### src/rtl/seg7_capture.sv
// Seven-segment capture: synchronizes an active-low segment bus, waits for a stable pattern
// and reports its digit once. Optional macro HEX_DECODE_EN adds the A-F glyphs.
module seg7_capture #(
    parameter int STABLE_CYCLES = 4,
    parameter int CNT_W         = 3
) (
    input  logic       iClk,
    input  logic       iRst_n,
    input  logic [6:0] iSeg,
    output logic [3:0] oData,
    output logic       oValid,
    output logic       oErr,
    output logic       oBlank
);

    typedef enum logic [1:0] {
        IDLE,
        TRACK,
        HOLD
    } state_t;

    localparam logic [6:0]       SEG_OFF  = 7'h7F;
    localparam logic [CNT_W-1:0] CNT_LAST = CNT_W'(STABLE_CYCLES - 1);

    state_t           r_state;
    logic [6:0]       r_s1;
    logic [6:0]       r_s2;
    logic [6:0]       r_prev;
    logic [CNT_W-1:0] r_cnt;
    logic [3:0]       r_data;
    logic             r_valid;
    logic             r_err;
    logic             r_blank;

    state_t           w_stateNext;
    logic [6:0]       w_prevNext;
    logic [CNT_W-1:0] w_cntNext;
    logic [3:0]       w_dataNext;
    logic             w_validNext;
    logic             w_errNext;
    logic             w_blankNext;
    logic             w_legal;
    logic [3:0]       w_code;

    always_ff @(posedge iClk or negedge iRst_n) begin
        if (!iRst_n) begin
            r_s1 <= SEG_OFF;
            r_s2 <= SEG_OFF;
        end else begin
            r_s1 <= iSeg;
            r_s2 <= r_s1;
        end
    end

    always_comb begin
        w_legal = 1'b1;
        w_code  = 4'h0;
        case (r_prev)
            7'h40: w_code = 4'h0;
            7'h79: w_code = 4'h1;
            7'h24: w_code = 4'h2;
            7'h30: w_code = 4'h3;
            7'h19: w_code = 4'h4;
            7'h12: w_code = 4'h5;
            7'h02: w_code = 4'h6;
            7'h78: w_code = 4'h7;
            7'h00: w_code = 4'h8;
            7'h10: w_code = 4'h9;
`ifdef HEX_DECODE_EN
            7'h08: w_code = 4'hA;
            7'h03: w_code = 4'hB;
            7'h46: w_code = 4'hC;
            7'h21: w_code = 4'hD;
            7'h06: w_code = 4'hE;
            7'h0E: w_code = 4'hF;
`endif
            default: w_legal = 1'b0;
        endcase
    end

    // A pattern change always restarts filtering, so it is checked before any report.
    always_comb begin
        w_stateNext = r_state;
        w_prevNext  = r_prev;
        w_cntNext   = r_cnt;
        w_dataNext  = r_data;
        w_validNext = 1'b0;
        w_errNext   = 1'b0;
        w_blankNext = r_blank;
        if (r_s2 != r_prev) begin
            w_prevNext  = r_s2;
            w_cntNext   = '0;
            w_stateNext = TRACK;
            w_blankNext = 1'b0;
        end else if (r_state == TRACK) begin
            if (r_cnt < CNT_LAST) begin
                w_cntNext = r_cnt + 1'b1;
            end else begin
                w_stateNext = HOLD;
                if (r_prev == SEG_OFF) begin
                    w_blankNext = 1'b1;
                end else if (w_legal) begin
                    w_dataNext  = w_code;
                    w_validNext = 1'b1;
                end else begin
                    w_errNext = 1'b1;
                end
            end
        end
    end

    always_ff @(posedge iClk or negedge iRst_n) begin
        if (!iRst_n) begin
            r_state <= IDLE;
            r_prev  <= SEG_OFF;
            r_cnt   <= '0;
            r_data  <= 4'h0;
            r_valid <= 1'b0;
            r_err   <= 1'b0;
            r_blank <= 1'b1;
        end else begin
            r_state <= w_stateNext;
            r_prev  <= w_prevNext;
            r_cnt   <= w_cntNext;
            r_data  <= w_dataNext;
            r_valid <= w_validNext;
            r_err   <= w_errNext;
            r_blank <= w_blankNext;
        end
    end

    assign oData  = r_data;
    assign oValid = r_valid;
    assign oErr   = r_err;
    assign oBlank = r_blank;

endmodule

### config.mk
export PLATFORM = sky130hd
export DESIGN_NAME = seg7_capture
export DESIGN_NICKNAME = d
export VERILOG_FILES = /design/src/rtl/seg7_capture.sv
export SDC_FILE = /design/constraint.sdc
export NUM_CORES = 1
export LEC_CHECK = 0
export ABC_CLOCK_PERIOD_IN_PS = 2590
export BUFFER_PORTS_ARGS = -buffer_cell sky130_fd_sc_hd__clkbuf_2
export CAP_MARGIN = 5
export CORE_MARGIN = 2
export CORE_UTILIZATION = 55
export DETAILED_ROUTE_END_ITERATION = 12
export PLACE_DENSITY = 0.77
export SYNTH_ARGS = -nofsm -noshare
export SYNTH_HDL_FRONTEND = slang
export SYNTH_SLANG_ARGS = --single-unit
### constraint.sdc
create_clock -name iClk -period 2.59 [get_ports iClk]
set_clock_uncertainty 0.2 [all_clocks]
set_input_delay 0.1295 -clock iClk [delete_from_list [all_inputs] [get_ports iClk]]
set_output_delay 0.1295 -clock iClk [all_outputs]
set_load 0.01 [all_outputs]
After elaboration in Yosys (flattened, before gate mapping)
Cells that the tools add are included.
{"block": "totals", "register_bits": 33, "word_cells": 58}
{"block": "op_classes", "addsub": 1, "n_lt_le_gt_ge": 1, "n_eq_ne": 13, "mux": 22, "bitwise": 3, "n_reduce_logical": 9}
{"cell": "$pmux W4 S9", "n": 1}
{"cell": "$eq A7 B7 Y1 const B", "n": 4}
{"cell": "$eq A7 B5 Y1 const B", "n": 3}
{"cell": "$mux W1", "n": 15}
{"cell": "$eq A7 B6 Y1 const B", "n": 2}
{"cell": "$reduce_or A10 Y1", "n": 1}
{"cell": "$mux W3", "n": 3}
{"cell": "$eq A7 B2 Y1 const B", "n": 1}
{"cell": "$logic_not A7 Y1", "n": 1}
{"cell": "$ne A7 B7 Y1", "n": 1}
{"cell": "$mux W2", "n": 3}
{"cell": "$reduce_bool A2 Y1", "n": 3}
{"cell": "$reduce_and A5 Y1", "n": 1}
{"cell": "$reduce_and A2 Y1", "n": 2}
{"cell": "$add A3 B1 Y3 const B", "n": 1}
{"cell": "$lt A3 B2 Y1 const B", "n": 1}
{"cell": "$not A1 Y1", "n": 3}
{"cell": "$reduce_and A3 Y1", "n": 1}
{"cell": "$eq A2 B1 Y1 const B", "n": 1}
{"cell": "$ne A2 B2 Y1 const B", "n": 1}

Longest topological paths before layout
Gate-level depths: netlist of the first run.
{"block": "logic_depth", "ltp_word": 8, "depth_mapped": 7}

Worst setup path before layout of the first run
OpenSTA, ideal clock, no wires.
{"block": "synth_timing", "path_kind": "reg2reg", "startpoint": "register r_prev[3]", "endpoint": "register r_data[0] (netlist: oData[0])", "setup_time_ns": 0.125, "arrival_ns": 1.796, "required_time_ns": 2.265, "path_slack_ns": 0.469, "path_stages_with_launch": 7, "period_less_slack_ns": 2.121, "path_cell_list": "dfstp_2 buf_6 nor4b_2 a41oi_1 a211oi_2 nor3b_4 mux2_4"}
{"block": "synth_via", "elab_chain_len": 4, "word_cells_on_any_way": 18, "cone_classes": "eq/ne: 11; mux: 2; bitwise: 2; reduce/logical: 3"}
{"item": "start, declared", "line_no": "28", "text": "logic [6:0] r_prev;"}
{"item": "start signal, assigned", "line_no": "123", "text": "r_prev <= w_prevNext;"}
{"item": "$eq A7 B5 Y1 (tied with other cells)", "line_no": "58", "text": "case (r_prev)"}
{"item": "$reduce_or A10 Y1 (no source line)"}
{"item": "$mux W1", "line_no": "58"}
{"item": "$reduce_and A5 Y1 (no source line)"}
{"item": "end signal, assigned", "line_no": "125", "text": "r_data <= w_dataNext;"}
{"item": "end, declared", "line_no": "30", "text": "logic [3:0] r_data;"}
Parallel ways exist; a longest one is shown, timed or not.
A chain may end at the register's enable or synchronous reset.

Worst setup path in the final report of the first run
{"block": "layout_timing", "startpoint": "register r_prev[1]", "endpoint": "register r_data[0] (netlist: oData[0])"}
The elaborated chain is that of the path after synthesis.

==> results of run 1 <==
==> worst register-to-register path, cell delays in order, from the launching register on <==
cell and delay, ns:
dfstp_2 0.68, xor2_1 0.14, nor4_4 0.33, nand4_4 0.22, nor3b_4 0.35, mux2_4 0.33
==> worst max path at each step <==
| stage | end | startpoint | slack, ns |
|---|---|---|---|
| 3_5_place_dp | oData[0] | r_prev[1] | 0.27 |
| 5_1_grt | oData[0] | r_prev[5] | 0.1 |
| 3_3_place_gp | oData[3] | r_prev[1] | 0.32 |
| 4_1_cts | oData[0] | r_prev[1] | 0.23 |
| 6_report | oData[0] | r_prev[1] | 0.23 |
| 2_1_floorplan | oData[0] | r_prev[3] | 0.47 |
==> sequential cells by signal, summed over array words and instances (netlist names) <==
register	flops
oBlank	1
oData	4
oErr	1
oValid	1
r_cnt	3
r_prev	7
r_s1	7
r_s2	7
r_state	2
==> through the flow <==
| stage | std cells | cell area, µm² | util (%) | setup WS [ns] | hold slack (ns) |
|---|---|---|---|---|---|
| after CTS | 175 | 1727 | 64.28 | 0.2323 | 0.1653 |
| after floorplan | 128 | 1519 | - | 0.4688 | -0.3661 |
| final | 175 | 1727 | 64.28 | 0.2330 | 0.1633 |
| after global routing | 175 | 1727 | 64.28 | 0.09833 | 0.1678 |
| after detailed placement | 159 | 1563 | 58.17 | 0.2655 | 0.01907 |
| after global placement | 159 | 1563 | 58.17 | 0.3187 | 0.01802 |
==> power groups by stage <==
stage	logic, mW	registers (mW)	clock network, mW
6_report	0.0675	0.574	0.377
4_1_cts	0.0687	0.574	0.395
3_3_place_gp	0.0583	0.581	0
5_1_grt	0.0751	0.578	0.416
3_5_place_dp	0.0591	0.582	0
2_1_floorplan	0.0596	0.563	0
==> logic make-up (layout without fill, tap and decap cells) <==
| kind of cell | count (synthesis) | count (layout) | synth area share (%) |
|---|---|---|---|
| XOR/XNOR | 9 | 9 | 5.190 |
| adder cells (fa/ha/maj) | 1 | 1 | 0.8236 |
| flip-flops | 33 | 33 | 56.18 |
| buffers and inverters | 18 | 34 | 5.354 |
| AND/OR/NAND/NOR | 42 | 42 | 19.19 |
| AO/OA/AOI/OAI | 22 | 22 | 10.63 |
| multiplexers | 3 | 3 | 2.636 |
==> cell type report <==
cell class                 count  area [µm²]
clock inverter                 3       46.29
tap                           31       38.79
multi-input combinational     77       584.3
clock buffer                   5       37.54
sequential                    33       853.3
inverter                       3       11.26
timing repair buffer          23       155.1
fill                         214       959.7
==> synthesized netlist by cell type, drive strengths merged <==
master,count
mux2,2
nor3b,3
a41oi,1
a21o,1
a221o,1
clkbuf,8
a32o,1
dfstp,22
a21oi,5
a21boi,1
and4,1
mux2i,1
nand2,4
a211oi,2
a2bb2oi,1
nor2b,2
nand4b,1
buf,7
nand4,4
xor2,6
o41ai,1
and3,1
o31ai,3
nor4,4
or2,1
nor4b,3
inv,3
dfrtp,11
nand3,2
o21ai,2
nor3,2
ha,1
xnor2,3
nor2,11
or3,1
nand2b,2
a31oi,2
a31o,1
==> routing by layer <==
layer / vias to the layer above / global-route usage [%] / wire [µm]
met2: 40 / 29.90 / 1266
met4: 0 / 11.90 / 65
met3: 9 / 5.069 / 159
met1: 502 / 22.22 / 1025
met5: - / 0 / 0
li1: 481 / - / -
==> impl_metrics.csv, run 1 <==
group,metric,value,unit
outcome,status,"finished, final reports clean",
sta,hold_viol_final,0,
clock_network,clk_pin_slew_worst_paths,0.10,ns
sta,maxSlewViolCount,0,
critical_path,worst-path-stages,5,
layout,antenna_cells,0,
pwr,clkPwrFrac,37.0,%
layout,mostFrequentLayoutCell,"dfstp_2",
pwr,seqPwrFrac,56.3,%
sta,tightest_slew,0.7356,ns
placement,dp_hpwl,1753,µm
pwr,peakVddDrop,0.0006527,V
synth,avgSynthCellArea,11.87,µm²
synth,yosys_warnings,0,
critical_path,cp_max_fo,12,
global_routing,grt_pass1_vias,1036,
global_routing,grt_max_degree,34,
pwr,power_density,590.0,nW/µm²
clock_network,numCtsBuffers,5,
pwr,p_leak,0.7119,nW
sta,slew-limit-headroom,50.96,%
layout,drive_gt1_share,38.89,%
sta,grt_setup_unrepaired,"false",
drt,drc,0,
critical_path,reg2reg_to,"oData[0]",
clock_network,cts_sinks,33,
hold_path,hold_path_end,"r_s2[4]",
synth,yosysTopAreaCellShare,38.06,%
placement,place.gp.congestion,0.7943,
layout,synthToLayoutAreaGrowth,13.67,%
critical_path,slowest_stage,"dfstp_2",
layout,layout_common_cells,"dfstp_2, clkbuf_2, nor2_1, dfrtp_1, dlygate4sd3_1",
critical_path,critical_path.top_delay_family,"simple AND/OR/NAND/NOR gates",
critical_path,crit_buf_inv,0,
global_routing,grt_overflow_total,0,
critical_path,crit_path_cell_trace,"xor2_1 -> nor4_4 -> nand4_4 -> nor3b_4 -> mux2_4",
pwr,p_comb_share,6.6,%
floorplan,rows,19,
clock_network,cts-hold-fix-buffers,8,
sta,finalCriticalPeriod,2.357,ns
drt,first_iter_violations,52,
clock_network,cts_tree,"yes",
synth,syn_nets,138,
floorplan,start_util,56.54,%
clock_network,postCtsSetupBuffers,0,
sta,fmax,0.4243,GHz
pwr,intPower,0.7838,mW
critical_path,cp-start-kind,"register",
drt,drt_wl_total,2516,µm
global_routing,antenna_found_initial,0,
critical_path,reg2reg_depth,5,
drt,via_per_inst,5.897,
hold_path,hold_path_depth,0,
critical_path,cp_data_required_time,2.61,ns
floorplan,io_pins,16,
floorplan,dieHeight,56.55,µm
drt,dr.pass1.iters,4,
floorplan,fp.dieW,56.55,µm
placement,portBuffers,15,
hold_path,hold_class,"register to register",
sta,setup_viol,0,
drt,wl_per_cell,14.38,µm
hold_path,min_from,"r_s1[4]",
critical_path,end_kind,"register",
drt,route.vias.total,1032,
synth,syn_inst,128,
clock_network,cts_resized,0,
critical_path,worstReg2RegStart,"r_prev[1]",
synth,yosys.area.top_type,"dfstp_2",
critical_path,r2r_slack,0.23,ns
clock_network,h-tree-depth,2,
synth,ys_ff_latch,33,
critical_path,critPathMaxStageDelay,0.68,ns
global_routing,track_usage,18.73,%
floorplan,core,2686,µm²
pwr,p_sw,0.2349,mW
pwr,p_sw_share,23.06,%
floorplan,dieArea,3198,µm²
clock_network,cts_root_buffer,"clkbuf_4",
layout,nets,153,
synth,syn_area,1519,µm²
drt,drtAntennaViolNets,0,
clock_network,clock_path_buffers,2,
critical_path,critPathArrivalTime,2.38,ns
synth,ys_seq_area_share,56.18,%
synth,post_synth_num_cell_types,45,
clock_network,insertion_delay,0.34,ns
synth,synth_area_leaders,"dfstp_2, dfrtp_1, xor2_1",
pwr,p_total,1.019,mW
global_routing,grt_pass1_wl,4471,µm
critical_path,critPathKind,"register to register",
flow_run,maxCapViolCount,0,
sta,tns,0,ns
sta,post-route-period-util,91.00,%
(Power assumes the default switching activity.)
==> run 2: changes to the inputs <==
--- a/config.mk
+++ b/config.mk
@@ -12,6 +12,7 @@
 export CORE_UTILIZATION = 55
 export DETAILED_ROUTE_END_ITERATION = 12
 export PLACE_DENSITY = 0.77
+export RECOVER_POWER = 100
 export SYNTH_ARGS = -nofsm -noshare
 export SYNTH_HDL_FRONTEND = slang
 export SYNTH_SLANG_ARGS = --single-unit
==> run 2 against run 1 <==
  * Register-to-register slack worse by 0.04 ns
  * Die area did not move
  * Flip-flop and latch count did not move
  * Setup slack got worse by 0.042 ns
  * Non-clock buffer count did not move
  * Largest cell class unchanged
  * Sequential power barely moved
  * Highest routed layer unchanged
  * The run now ends with capacitance limit, slew limit left
==> impl_metrics.csv, run 2 (synthesized netlist as in run 1, its figures left out) <==
group,metric,value,unit
outcome,status,"complete, but fails checks",
outcome,violations,"capacitance limit, slew limit",
hold_path,hold_class,"register to register",
sta,tns,0,ns
pwr,p_leak,0.6850,nW
sta,slew-limit-headroom,-5.929,%
layout,fill_cells,220,
sta,finalCriticalPeriod,2.399,ns
layout,synthToLayoutAreaGrowth,12.85,%
clock_network,postCtsSetupBuffers,0,
clock_network,clock_path_buffers,2,
drt,dr.pass1.iters,4,
global_routing,grt_max_degree,34,
placement,portBuffers,15,
placement,dp_hpwl,1753,µm
layout,postLayoutCellArea,1714,µm²
sta,maxSlewViolCount,34,
placement,place.gp.congestion,0.7943,
sta,tightest_slew,1.589,ns
critical_path,cp-start-kind,"register",
clock_network,cts_sinks,33,
floorplan,io_pins,16,
hold_path,min_from,"r_s1[4]",
clock_network,numCtsBuffers,5,
floorplan,fp.dieW,56.55,µm
pwr,power_density,593.2,nW/µm²
critical_path,slowest_stage,"dfstp_2",
floorplan,core,2686,µm²
clock_network,h-tree-depth,2,
global_routing,antenna_found_initial,0,
flow_run,maxCapViolCount,1,
critical_path,end_kind,"register",
layout,register_area,853.3,µm²
critical_path,critPathKind,"register to register",
floorplan,rows,19,
critical_path,startpoint,"r_prev[3]",
sta,whs,0.1687,ns
drt,first_iter_violations,45,
critical_path,critPathArrivalTime,2.41,ns
critical_path,crit_path_cell_trace,"nor4b_2 -> a41oi_1 -> a211oi_2 -> nor3b_4 -> mux2_1",
clock_network,insertion_delay,0.34,ns
drt,drt_wl_total,2543,µm
sta,hold_viol_final,0,
clock_network,cts_tree,"yes",
clock_network,clk_pin_slew_worst_paths,0.11,ns
pwr,peakVddDrop,0.0006522,V
layout,mostFrequentLayoutCell,"dfstp_2",
critical_path,cp_data_required_time,2.60,ns
sta,fmax,0.4168,GHz
critical_path,cp_max_fo,11,
floorplan,dieHeight,56.55,µm
critical_path,crit_buf_inv,0,
global_routing,grt_pass1_vias,1036,
drt,route.vias.total,1008,
drt,drtAntennaViolNets,0,
global_routing,grt_pass1_wl,4471,µm
global_routing,track_usage,18.73,%
placement,post_dp_cell_area,1563,µm²
clock_network,cts_root_buffer,"clkbuf_4",
sta,post-route-period-util,92.64,%
layout,antenna_cells,0,
critical_path,critPathMaxStageDelay,0.66,ns
floorplan,dieArea,3198,µm²
drt,drc,0,
global_routing,grt_overflow_total,0,
layout,nets,153,
layout,layout_common_cells,"dfstp_2, nor2_1, dfrtp_1",
floorplan,start_util,56.54,%
sta,grt_setup_unrepaired,"false",
layout,final_util,63.81,%
clock_network,cts_resized,0,
layout,largestRegisters,"r_prev x7, r_s1 x7, r_s2 x7",
layout,drive_gt1_share,27.78,%
drt,via_per_inst,5.760,
sta,setup_viol,0,
critical_path,worstReg2RegStart,"r_prev[3]",
layout,multi_input_area,580.6,µm²
drt,wl_per_cell,14.53,µm
critical_path,critical_path.top_delay_family,"flip-flops",
run 2: cell counts in the layout (fill, tap and decap cells not counted):
Identical to the previous run, type by type.
run 2: layout make-up:
class | instances | area share (%)
clock buffers | 5 | 2.190
well taps | 31 | 2.263
clock inverters | 3 | 2.701
flip-flops and latches | 33 | 49.78
multi-input cells | 77 | 33.87
repair buffers | 23 | 8.540
inverters | 3 | 0.6569
run 2: worst paths after layout:
path	end	slack [ns]	depth (start not counted)
min in group asynchronous	r_cnt[0]	0.52	2
max in group asynchronous	r_state[0]	0.75	2
max reg2reg	oData[0]	0.19	5
min reg2reg	r_s2[4]	0.17	0
min	r_s2[4]	0.17	0
max	oData[0]	0.19	5
run 2: per-stage QoR:
step	instances	total power, mW	setup WS [ns]
2_1_floorplan	128	0.6222	0.4688
3_3_place_gp	159	0.6393	0.3187
3_5_place_dp	159	0.6415	0.2655
4_1_cts	175	1.038	0.2323
5_1_grt	175	1.066	0.06643
6_report	175	1.017	0.1906
run 2: repair_timing:
item | 4_1_cts | 5_1_grt
hold buffers | 8 | 0
setup endpoints to repair | 0 | 0
endpoints found under the hold margin | 18 | 0
run 2: report_power, final:
group / internal [mW] / switching (mW)
clock: 0.204 / 0.174
combinational: 0.0329 / 0.0342
sequential: 0.544 / 0.0278
run 2: worst register-to-register path, stage by stage (launching register included):
cell      delay, ns
dfstp_2        0.66
nor4b_2        0.23
a41oi_1        0.16
a211oi_2       0.33
nor3b_4        0.33
mux2_1         0.36
run 2: layer usage:
metal / GRT usage [%] / vias up / wire length (µm)
li1: - / 480 / -
met1: 22.22 / 498 / 1098
met2: 29.90 / 22 / 1288
met3: 5.069 / 8 / 94
met4: 11.90 / 0 / 60
met5: 0 / - / 0
==> run 3: changes to the inputs <==
--- a/config.mk
+++ b/config.mk
@@ -11,7 +11,7 @@
 export CORE_MARGIN = 2
 export CORE_UTILIZATION = 55
 export DETAILED_ROUTE_END_ITERATION = 12
-export PLACE_DENSITY = 0.77
+export PLACE_DENSITY = 0.81
 export RECOVER_POWER = 100
 export SYNTH_ARGS = -nofsm -noshare
 export SYNTH_HDL_FRONTEND = slang
==> run 3 against run 2 <==
  * Sequential share of layout area up 0.11 points
  * Critical endpoint unchanged
  * Largest cell class unchanged
  * Power is 1.3% lower
  * Wire length fell by 4.0%
  * Largest power group unchanged
  * Cell area shrank 0.22%
  * Hold slack got worse by 0.0051 ns
  * Die area unchanged
  * The flow still finishes with violations (capacitance limit, slew limit)
  * Critical path depth is the same
  * Utilization is 0.14 points lower
==> impl_metrics.csv, run 3 (synthesized netlist as in run 1, its figures left out) <==
group,metric,value,unit
critical_path,cp_max_fo,12,
critical_path,critPathKind,"register to register",
sta,post-route-period-util,90.28,%
layout,nets,153,
critical_path,end_kind,"register",
floorplan,dieArea,3198,µm²
sta,maxSlewViolCount,34,
drt,drt_wl_total,2442,µm
global_routing,grt_pass1_wl,4353,µm
clock_network,clk_pin_slew_worst_paths,0.10,ns
layout,register_area,853.3,µm²
drt,wl_per_cell,13.95,µm
clock_network,postCtsSetupBuffers,0,
floorplan,start_util,56.54,%
outcome,violations,"capacitance limit, slew limit",
pwr,p_sw,0.2367,mW
critical_path,cp-start-kind,"register",
global_routing,grt_pass1_vias,969,
drt,wirelength_met1,1037,µm
layout,mostFrequentLayoutCell,"dfstp_2",
sta,grt_setup_unrepaired,"false",
flow_run,maxCapViolCount,1,
drt,route.vias.total,1004,
placement,place.gp.congestion,0.7415,
placement,dp_hpwl,1678,µm
sta,hold_viol_final,0,
floorplan,core,2686,µm²
drt,dr.pass1.iters,4,
sta,setup_viol,0,
drt,via_per_inst,5.737,
pwr,p_leak,0.6866,nW
clock_network,cts_resized,0,
layout,synthToLayoutAreaGrowth,12.60,%
pwr,peakVddDrop,0.0004636,V
pwr,intPower,0.7674,mW
pwr,clkPwrFrac,36.4,%
floorplan,io_pins,16,
drt,first_iter_violations,34,
global_routing,track_usage,18.31,%
clock_network,insertion_delay,0.34,ns
floorplan,fp.dieW,56.55,µm
sta,fmax,0.4277,GHz
placement,portBuffers,15,
sta,tns,0,ns
global_routing,grt_overflow_total,0,
pwr,p_total,1.004,mW
global_routing,antenna_found_initial,0,
drt,drtAntennaViolNets,0,
sta,tightest_slew,1.588,ns
floorplan,rows,19,
hold_path,hold_class,"register to register",
clock_network,cts_root_buffer,"clkbuf_4",
drt,drc,0,
clock_network,h-tree-depth,2,
layout,final_util,63.67,%
layout,fill_cells,209,
layout,multi_input_area,576.8,µm²
clock_network,cts-hold-fix-buffers,8,
clock_network,numCtsBuffers,5,
drt,routed.top_layer,"met4",
clock_network,clock_path_buffers,2,
layout,largestRegisters,"r_prev x7, r_s1 x7, r_s2 x7",
layout,layout_common_cells,"dfstp_2, nor2_1, dfrtp_1",
pwr,power_density,587.0,nW/µm²
drt,wl_met2,1223,µm
critical_path,critPathArrivalTime,2.36,ns
outcome,status,"complete, but fails checks",
clock_network,cts_sinks,33,
critical_path,cp_data_required_time,2.61,ns
pwr,p_comb_share,6.8,%
pwr,p_sw_share,23.57,%
sta,finalCriticalPeriod,2.338,ns
layout,antenna_cells,0,
pwr,seqPwrFrac,56.9,%
global_routing,grt_max_degree,34,
clock_network,cts_tree,"yes",
floorplan,dieHeight,56.55,µm
sta,slew-limit-headroom,-5.897,%
drt,wl_met3,121,µm
layout,drive_gt1_share,27.08,%
run 3: changes by cell type in the layout (fill, tap and decap cells not counted):
cell / previous run / this run
bufinv_16: 1 / 0
clkbuf_16: 0 / 1
clkbuf_8: 0 / 1
clkinv_4: 1 / 0
mux2_1: 1 / 2
mux2_4: 1 / 0
run 3: final timing paths:
check / from / endpoint / slack (ns) / depth (start not counted)
worst max-delay path: r_prev[1] / oData[0] / 0.25 / 5
worst min-delay path: r_s1[0] / r_s2[0] / 0.16 / 0
worst max register to register: r_prev[1] / oData[0] / 0.25 / 5
worst min register to register: r_s1[0] / r_s2[0] / 0.16 / 0
max in group asynchronous: iRst_n / oData[0] / 0.75 / 2
min in group asynchronous: iRst_n / r_state[0] / 0.51 / 2
run 3: final cells by class:
type	instances	share of cell area [%]
clock buffers	7	4.462
well taps	31	2.268
inverters	3	0.6584
multi-input cells	77	33.72
repair buffers	23	8.559
flip-flops and latches	33	49.89
clock inverters	1	0.4389
run 3: per-layer routing:
layer	vias to the layer above	global-route usage, %
li1	482	-
met1	480	22.89
met2	32	28.24
met3	10	6.452
met4	0	8.844
met5	-	0
run 3: worst max-delay path: stages (launching register included):
cell and delay, ns:
dfstp_2 0.68, xor2_1 0.14, nor4_4 0.33, nand4_4 0.21, nor3b_4 0.30, mux2_1 0.35
run 3: power by group through the flow:
stage	logic [mW]	registers, mW	clock network, mW
2_1_floorplan	0.0596	0.563	0
3_3_place_gp	0.0582	0.580	0
3_5_place_dp	0.0593	0.582	0
4_1_cts	0.0688	0.573	0.380
5_1_grt	0.0757	0.575	0.397
6_report	0.0678	0.571	0.365
run 3: per-stage QoR:
| step | hold slack, ns | instance area, µm² | instances | setup slack, ns |
|---|---|---|---|---|
| after floorplan | -0.3661 | 1519 | 128 | 0.4688 |
| after global placement | 0.01693 | 1563 | 159 | 0.3294 |
| after detailed placement | 0.01835 | 1563 | 159 | 0.2792 |
| after CTS | 0.1627 | 1727 | 175 | 0.2443 |
| after global routing | 0.1704 | 1710 | 175 | 0.1014 |
| final | 0.1636 | 1710 | 175 | 0.2517 |
